<file path="src/rtl/decode38_defs.sv">
// Shared definitions for the registered 3-to-8 decoder controller:
// state encoding and field positions inside the {indicate, code} word.
package decode38_defs;

    typedef enum logic [1:0] {
        S_IDLE  = 2'd0,
        S_SHOW  = 2'd1,
        S_CHASE = 2'd2
    } state_t;

    localparam int unsigned IND_BIT  = 3;
    localparam int unsigned CODE_MSB = 2;

endpackage

</file>
<file path="src/rtl/decode38.sv">
// Combinational 3-to-8 decoder with enable; mirror of the 8-3 priority encoder.
module decode38 (
    input  logic       en,
    input  logic [2:0] x,
    output logic [7:0] y
);

    always_comb begin
        y = '0;
        if (en) y = 8'd1 << x;
    end

endmodule

</file>
<file path="src/rtl/decode38_ctrl.sv">
// Registered decoder controller: latches {indicate, code} on load, displays it
// one-hot with an optional hold timeout, or walks a single LED in chase mode.
module decode38_ctrl
    import decode38_defs::*;
#(
    parameter int unsigned DIV  = 4,
    parameter int unsigned HOLD = 16
) (
    input  logic       clk,
    input  logic       rst_n,
    input  logic       en,
    input  logic       mode,
    input  logic       load,
    input  logic [3:0] code_in,
    output logic [7:0] led_out,
    output logic [2:0] code_out,
    output logic       valid_out
);

    localparam int unsigned DW = (DIV > 1) ? $clog2(DIV) : 1;
    localparam int unsigned HW = (HOLD > 0) ? $clog2(HOLD + 1) : 1;
    localparam logic [DW-1:0] DIV_LAST  = DW'(DIV - 1);
    localparam logic [HW-1:0] HOLD_LAST = HW'((HOLD == 0) ? 0 : HOLD - 1);

    state_t        state_q, state_d;
    logic [2:0]    pos_q, pos_d;
    logic [DW-1:0] div_q, div_d;
    logic [HW-1:0] hold_q, hold_d;
    logic [2:0]    code_d;
    logic [7:0]    led_d;
    logic          valid_load;

    assign valid_load = load && code_in[IND_BIT];

    always_comb begin
        state_d = state_q;
        pos_d   = pos_q;
        div_d   = div_q;
        hold_d  = hold_q;
        code_d  = code_out;
        if (!en) begin
            state_d = S_IDLE;
            pos_d   = '0;
            div_d   = '0;
            hold_d  = '0;
            code_d  = '0;
        end else begin
            case (state_q)
                S_IDLE: begin
                    if (mode) begin
                        state_d = S_CHASE;
                        pos_d   = '0;
                        div_d   = '0;
                        code_d  = '0;
                    end else if (valid_load) begin
                        state_d = S_SHOW;
                        code_d  = code_in[CODE_MSB:0];
                        hold_d  = '0;
                    end
                end
                S_SHOW: begin
                    if (mode) begin
                        state_d = S_CHASE;
                        pos_d   = '0;
                        div_d   = '0;
                        hold_d  = '0;
                        code_d  = '0;
                    end else if (valid_load) begin
                        code_d = code_in[CODE_MSB:0];
                        hold_d = '0;
                    end else if (HOLD != 0) begin
                        if (hold_q == HOLD_LAST) begin
                            state_d = S_IDLE;
                            hold_d  = '0;
                            code_d  = '0;
                        end else begin
                            hold_d = hold_q + 1'b1;
                        end
                    end
                end
                S_CHASE: begin
                    if (!mode) begin
                        state_d = S_IDLE;
                        pos_d   = '0;
                        div_d   = '0;
                        code_d  = '0;
                    end else if (div_q == DIV_LAST) begin
                        div_d  = '0;
                        pos_d  = pos_q + 3'd1;
                        code_d = pos_q + 3'd1;
                    end else begin
                        div_d = div_q + 1'b1;
                    end
                end
                default: begin
                    state_d = S_IDLE;
                    pos_d   = '0;
                    div_d   = '0;
                    hold_d  = '0;
                    code_d  = '0;
                end
            endcase
        end
    end

    // LED value is decoded from the next-state code so the register stays one-hot.
    decode38 u_dec (
        .en (state_d != S_IDLE),
        .x  (code_d),
        .y  (led_d)
    );

    always_ff @(posedge clk or negedge rst_n) begin
        if (!rst_n) begin
            state_q   <= S_IDLE;
            pos_q     <= '0;
            div_q     <= '0;
            hold_q    <= '0;
            code_out  <= '0;
            led_out   <= '0;
            valid_out <= 1'b0;
        end else begin
            state_q   <= state_d;
            pos_q     <= pos_d;
            div_q     <= div_d;
            hold_q    <= hold_d;
            code_out  <= code_d;
            led_out   <= led_d;
            valid_out <= (state_d != S_IDLE);
        end
    end

endmodule

</file>
<file path="config.mk">
export PLATFORM = sky130hd
export DESIGN_NAME = decode38_ctrl
export DESIGN_NICKNAME = d
export VERILOG_FILES = /design/src/rtl/decode38_defs.sv /design/src/rtl/decode38.sv /design/src/rtl/decode38_ctrl.sv
export SDC_FILE = /design/constraint.sdc
export NUM_CORES = 1
export LEC_CHECK = 0
export ABC_AREA = 1
export BUFFER_PORTS_ARGS = -buffer_cell sky130_fd_sc_hd__buf_4
export CAP_MARGIN = 25
export CORE_ASPECT_RATIO = 1.4
export CORE_MARGIN = 5
export CORE_UTILIZATION = 35
export CTS_CLUSTER_DIAMETER = 30
export DETAILED_ROUTE_END_ITERATION = 8
export GPL_ROUTABILITY_DRIVEN = 0
export PLACE_DENSITY = 0.53
export SKIP_CTS_REPAIR_TIMING = 1
export SLEW_MARGIN = 20
export SYNTH_ARGS = -nofsm -noshare
export SYNTH_HDL_FRONTEND = slang
export SYNTH_SLANG_ARGS = --single-unit
</file>
<file path="constraint.sdc">
create_clock -name clk -period 3.55 [get_ports clk]
set_clock_uncertainty 0.05 [all_clocks]
set_input_delay 0.1775 -clock clk [delete_from_list [all_inputs] [get_ports clk]]
set_output_delay 0.1775 -clock clk [all_outputs]
set_load 0.03 [all_outputs]
</file>
## Word-level counts from Yosys, hierarchy flattened

Index checks and enable logic that the tools add are counted.

- Register bits: 24
- Output and inout bits: 12
- Logic and storage cells: 61

- $add $sub $neg: 3
- Equality and inequality tests: 9
- Shift operators: 1
- Mux-type cells: 35
- Reduce and logical (&&, ||, !) cells: 6

Operators by type and width:

| cell | number |
|---|---|
| two-way mux 3 bit | 12 |
| two-way mux 5 bit | 6 |
| two-way mux 2 bit | 11 |
| one-hot mux 5 bit (3 select lines) | 1 |
| one-hot mux 3 bit (3 select lines) | 1 |
| two-way mux 8 bit | 1 |
| << shifter 1 x 3 -> 8 bit, first input constant | 1 |
| inequality test 3 bit, second input constant | 2 |
| one-hot mux 2 bit (3 select lines) | 1 |
| one-hot mux 3 bit (2 select lines) | 1 |
| adder 5 x 1 -> 5 bit, second input constant | 1 |
| == test 5 x 4 -> 1 bit, second input constant | 1 |
| == test 2 bit, second input constant | 2 |
| inequality test 4 bit, second input constant | 1 |
| one-hot mux 2 bit (2 select lines) | 1 |
| adder 3 x 1 -> 3 bit, second input constant | 1 |
| inequality test 3 x 2 -> 1 bit, second input constant | 1 |
| AND reduction 3 bit | 1 |
| adder 2 x 1 -> 2 bit, second input constant | 1 |
| == test 2 x 1 -> 1 bit, second input constant | 1 |
| logical NOT 2 bit | 1 |
| inequality test 2 bit, second input constant | 1 |
| AND reduction 2 bit | 1 |
| nonzero test 2 bit | 1 |
| 2 further kinds | 2 |

## Depth between registers and ports, before layout

- Depth in word-level cells: 8
- Gate-level depth with buffers: 12

## Modules after synthesis

A second synthesis with hierarchy kept.

- Cell total of the unflattened synthesis: 133
- Area, all modules: 1126.1 sq um

By module, submodules not included:

| module | instances | cells each | area each (sq um) |
|---|---|---|---|
| decode38_ctrl | 1 | 116 | 1062.3 |
| decode38 | 1 | 17 | 63.8 |

## Worst setup path after synthesis

OpenSTA, ideal clock, no wires.

- Path type: register -> register
- From: register hold_q[0]
- To: register led_out[0]
- Library setup time: 118 ps
- Arrival: 1258 ps
- Required time: 3382 ps
- Slack: 2124 ps
- Cell stages (with the launch flop): 9
- Cells stage by stage: dfrtp_1 > ha_1 > nand2_1 > nor2_1 > nand2_1 > a21oi_2 > o21bai_4 > nand2_1 > nor2_1

- Cells in the longest elaborated chain, start to end: 8
- Elaborated cells between the ends (all ways): 14
- Classes of those cells: eq/ne: 1; shift: 1; mux: 11; reduce/logical: 1

Ends and longest elaborated chain:

| item | line | source |
|---|---|---|
| start, declared | decode38_ctrl.sv:28 | `logic [HW-1:0] hold_q, hold_d;` |
| start signal, assigned | decode38_ctrl.sv:126 | `hold_q <= hold_d;` |
| == test 5 x 4 -> 1 bit | decode38_ctrl.sv:72 | `if (hold_q == HOLD_LAST) begin` |
| two-way mux 2 bit | decode38_ctrl.sv:72 |  |
| two-way mux 2 bit | decode38_ctrl.sv:68 | `end else if (valid_load) begin` |
| two-way mux 2 bit | decode38_ctrl.sv:62 | `if (mode) begin` |
| one-hot mux 2 bit (3 select lines) | decode38_ctrl.sv:48 | `case (state_q)` |
| two-way mux 2 bit | decode38_ctrl.sv:41 | `if (!en) begin` |
| nonzero test 2 bit | decode38_ctrl.sv:108 | `.en (state_d != S_IDLE),` |
| net u_dec.en | decode38.sv:3 | `input logic en,` |
| two-way mux 8 bit | decode38.sv:10 | `if (en) y = 8'd1 << x;` |
| net led_d[0] | decode38_ctrl.sv:30 | `logic [7:0] led_d;` |
| end signal, assigned | decode38_ctrl.sv:128 | `led_out <= led_d;` |
| end, declared | decode38_ctrl.sv:15 | `output logic [7:0] led_out,` |

The timed path passes the listed nets, and every way through them passes these cells.
A chain may end at the register's enable or synchronous reset.

## Final worst setup path

- From: register hold_q[0]
- To: register led_out[0]

- Cells in the longest elaborated chain, start to end: 8
- Elaborated cells between the ends (all ways): 14
- Classes of those cells: eq/ne: 1; shift: 1; mux: 11; reduce/logical: 1

Ends and longest elaborated chain:

| item | line |
|---|---|
| == test 5 x 4 -> 1 bit * | decode38_ctrl.sv:72 |
| two-way mux 3 bit or two-way mux 2 bit (tied branches) | decode38_ctrl.sv:72 |
| two-way mux 3 bit or two-way mux 2 bit (tied branches) | decode38_ctrl.sv:68 |
| two-way mux 3 bit or two-way mux 2 bit (tied branches) | decode38_ctrl.sv:62 |
| one-hot mux 3 bit (3 select lines) or one-hot mux 2 bit (3 select lines) (tied branches) | decode38_ctrl.sv:48 |
| two-way mux 3 bit or two-way mux 2 bit (tied branches) | decode38_ctrl.sv:41 |
| << shifter 1 x 3 -> 8 bit or nonzero test 2 bit (tied branches) | decode38.sv:10, decode38_ctrl.sv:108 |
| two-way mux 8 bit * | decode38.sv:10 |
| net led_d[0] | decode38_ctrl.sv:30 |

The timed path passes the listed nets; every way through them passes the cells marked *.

==> results_dict.tcl <==
set metrics [dict create \
    path_class "reg -> reg" \
    coreArea_um2 3378 \
    regToRegSetupSlack_ps 1860 \
    regToRegEndpoint "led_out[0]$_DFF_PN0_" \
    fin_nets 189 \
    synth-seq-cells 24 \
    cp-start-kind "flip-flop" \
    cap_violations 0 \
    finalCriticalPeriod_ps 1685 \
    synth-async-reset-ratio_pct 100.0 \
    fin_cells 216 \
    antenna_found_initial 0 \
    synth_top_flop_cell "dfrtp_1" \
    pin_count 21 \
    dp_hpwl_um 2036 \
    synth_area_um2 1227 \
    dp_cells 211 \
    hold_depth 3 \
    dieHeight_um 80.07 \
    grtUsageTotal_pct 12.59 \
    clkSinkCount 24 \
    hold_path_end "code_out[2]$_DFF_PN0_" \
    p_per_area_nw_per_um2 400.3 \
    setup_viol 0 \
    postPlaceCellArea_um2 1428 \
    yosysMostFrequentCell "nand2_1" \
    htreeDepth 1 \
    synth_cell_types 24 \
    maxSlewHeadroom_pct 76.82 \
    cts_tree "done" \
    synth_enable_flop_cells 0 \
    die_x_um 60.05 \
    pre_cts_slack_ps 1887 \
    antenna_cells 0 \
    rows 25 \
    r2r_cells 11 \
    grt_overflow 0 \
    grt_pass1_wl_um 4526 \
    peakVddDrop_mv 0.2351 \
    firstDrtPassIters 4 \
    vias 1029 \
    start_util_pct 36.33 \
    outcome "finished clean" \
    worstPathMaxFanout 4 \
    die_area_um2 4808 \
    grt_pass1_vias 1001 \
    hold_viol 0 \
    grt_max_degree 25 \
    min_from "en" \
    total_power_w 0.0006040 \
    post-synth-top-area-cell "dfrtp_1" \
    maxSlewViolCount 0 \
    syn_inst 151 \
    seq_area_frac_synth_pct 48.93 \
    leakagePower_nw 0.7927 \
    syn_nets 163 \
    required_ps 3700 \
    finalCritPeriodShare_pct 47.47 \
    drive_above_1_share_pct 19.89 \
    ys_warn_count 0 \
    end_kind "flip-flop" \
    remaining_drc_errors 0 \
    vias_per_cell 4.764 \
    clk_latency_ps 270 \
    yosys.area.top_type_share_pct 48.93 \
    rsz0062_at_grt "no" \
    timing.rr.start "hold_q[0]$_DFFE_PN0P_" \
    synthToLayoutAreaGrowth_pct 22.94 \
    fin_ws_ps 1865 \
    synth_common_cells "35 x nand2_1, 24 x dfrtp_1, 23 x inv_1" \
    cts_buffer_depth 2 \
    cts_buffers 3 \
    clkTransAtPathRegs_ps 90 \
    wire_per_inst_um 12.03 \
    arrival_ps 1830 \
    wl_um 2599 \
    syn_avg_cell_area_um2 8.129 \
    fin_area_um2 1509 \
    worst_pin_slew_ps 345.5 \
    synth_area_leaders "dfrtp_1 49%, nand2_1 11%, inv_1 7.0%" \
    clock.fmax_mhz 593.4 \
    drt_iter0_markers 37 \
    crit_path_start "hold_q[0]$_DFFE_PN0P_" \
    cts-root-buf "clkbuf_8" \
    ant_nets 0 \
    setup_tns_ps 0 \
    hold_path.class "in -> reg" \
    port_buffers 20 \
]
sequential cells by signal (all words and copies together), names as in the netlist:
name       flops
led_out        8
hold_q         5
code_out       3
pos_q          3
div_q          2
state_q        2
valid_out      1
area by class of cell:
type | instances | area, um2
Multi-Input combinational cell | 101 | 529.3
Clock buffer | 3 | 41.29
Timing Repair Buffer | 21 | 160.2
Fill cell | 359 | 1869
Tap cell | 40 | 50.05
Sequential cell | 24 | 600.6
Clock inverter | 1 | 30.03
Inverter | 26 | 97.59
logic make-up (layout without fill, tap and decap cells):
family	after synthesis	after routing	share of synthesized area [%]
AO/OA/AOI/OAI	21	21	11.11
buffers and inverters	26	51	7.951
XOR/XNOR	1	1	0.7137
AND/OR/NAND/NOR	76	76	28.24
flip-flops	24	24	48.93
adder cells (fa/ha/maj)	3	3	3.058
worst max path at each step:
| stage | cells after the start | end |
|---|---|---|
| 3_5_place_dp | 11 | led_out[0]$_DFF_PN0_ |
| 5_1_grt | 11 | led_out[0]$_DFF_PN0_ |
| 2_1_floorplan | 8 | led_out[0]$_DFF_PN0_ |
| 3_3_place_gp | 11 | led_out[0]$_DFF_PN0_ |
| 4_1_cts | 11 | led_out[0]$_DFF_PN0_ |
| 6_report | 11 | led_out[0]$_DFF_PN0_ |
cell usage in the layout (no fill, tap or decap), drive strengths merged, types with 4 or more instances in the layout:
master and n:
o21ai 9, nand4 4, buf 20, inv 26, nor2 21, nand3 11, dfrtp 24, nand2 36
a21oi 7
per-layer routing:
| layer | wire [um] | track usage, % |
|---|---|---|
| met3 | 88 | 2.251 |
| met4 | 51 | 5.987 |
| met1 | 1164 | 16.13 |
| met5 | 0 | 0 |
| met2 | 1294 | 20.02 |
power by group:
part | switching, W | internal (W)
Sequential | 0.00000466 | 0.000280
Combinational | 0.0000524 | 0.0000271
Clock | 0.0000889 | 0.000151
Total | 0.000146 | 0.000458
critical path, stage by stage, from the launching register on:
cell     delay (ps)
dfrtp_1         390
ha_1            180
nand2_1          90
nor2_1          180
nand3_1         140
nand3_1          90
nand2_1          50
nand2_1          60
nand2_1          70
nand2_1          90
nand2_1         110
nor2_1          120
through the flow:
| stage | hold WS [ps] | util (%) |
|---|---|---|
| 6_report | 167.3 | 44.67 |
| 5_1_grt | 184.0 | 44.67 |
| 4_1_cts | -248.9 | 44.37 |
| 3_5_place_dp | 47.52 | 42.26 |
| 3_3_place_gp | 42.08 | 42.26 |
| 2_1_floorplan | -168.1 | - |
No activity file was read; power rests on OpenSTA's default activity.
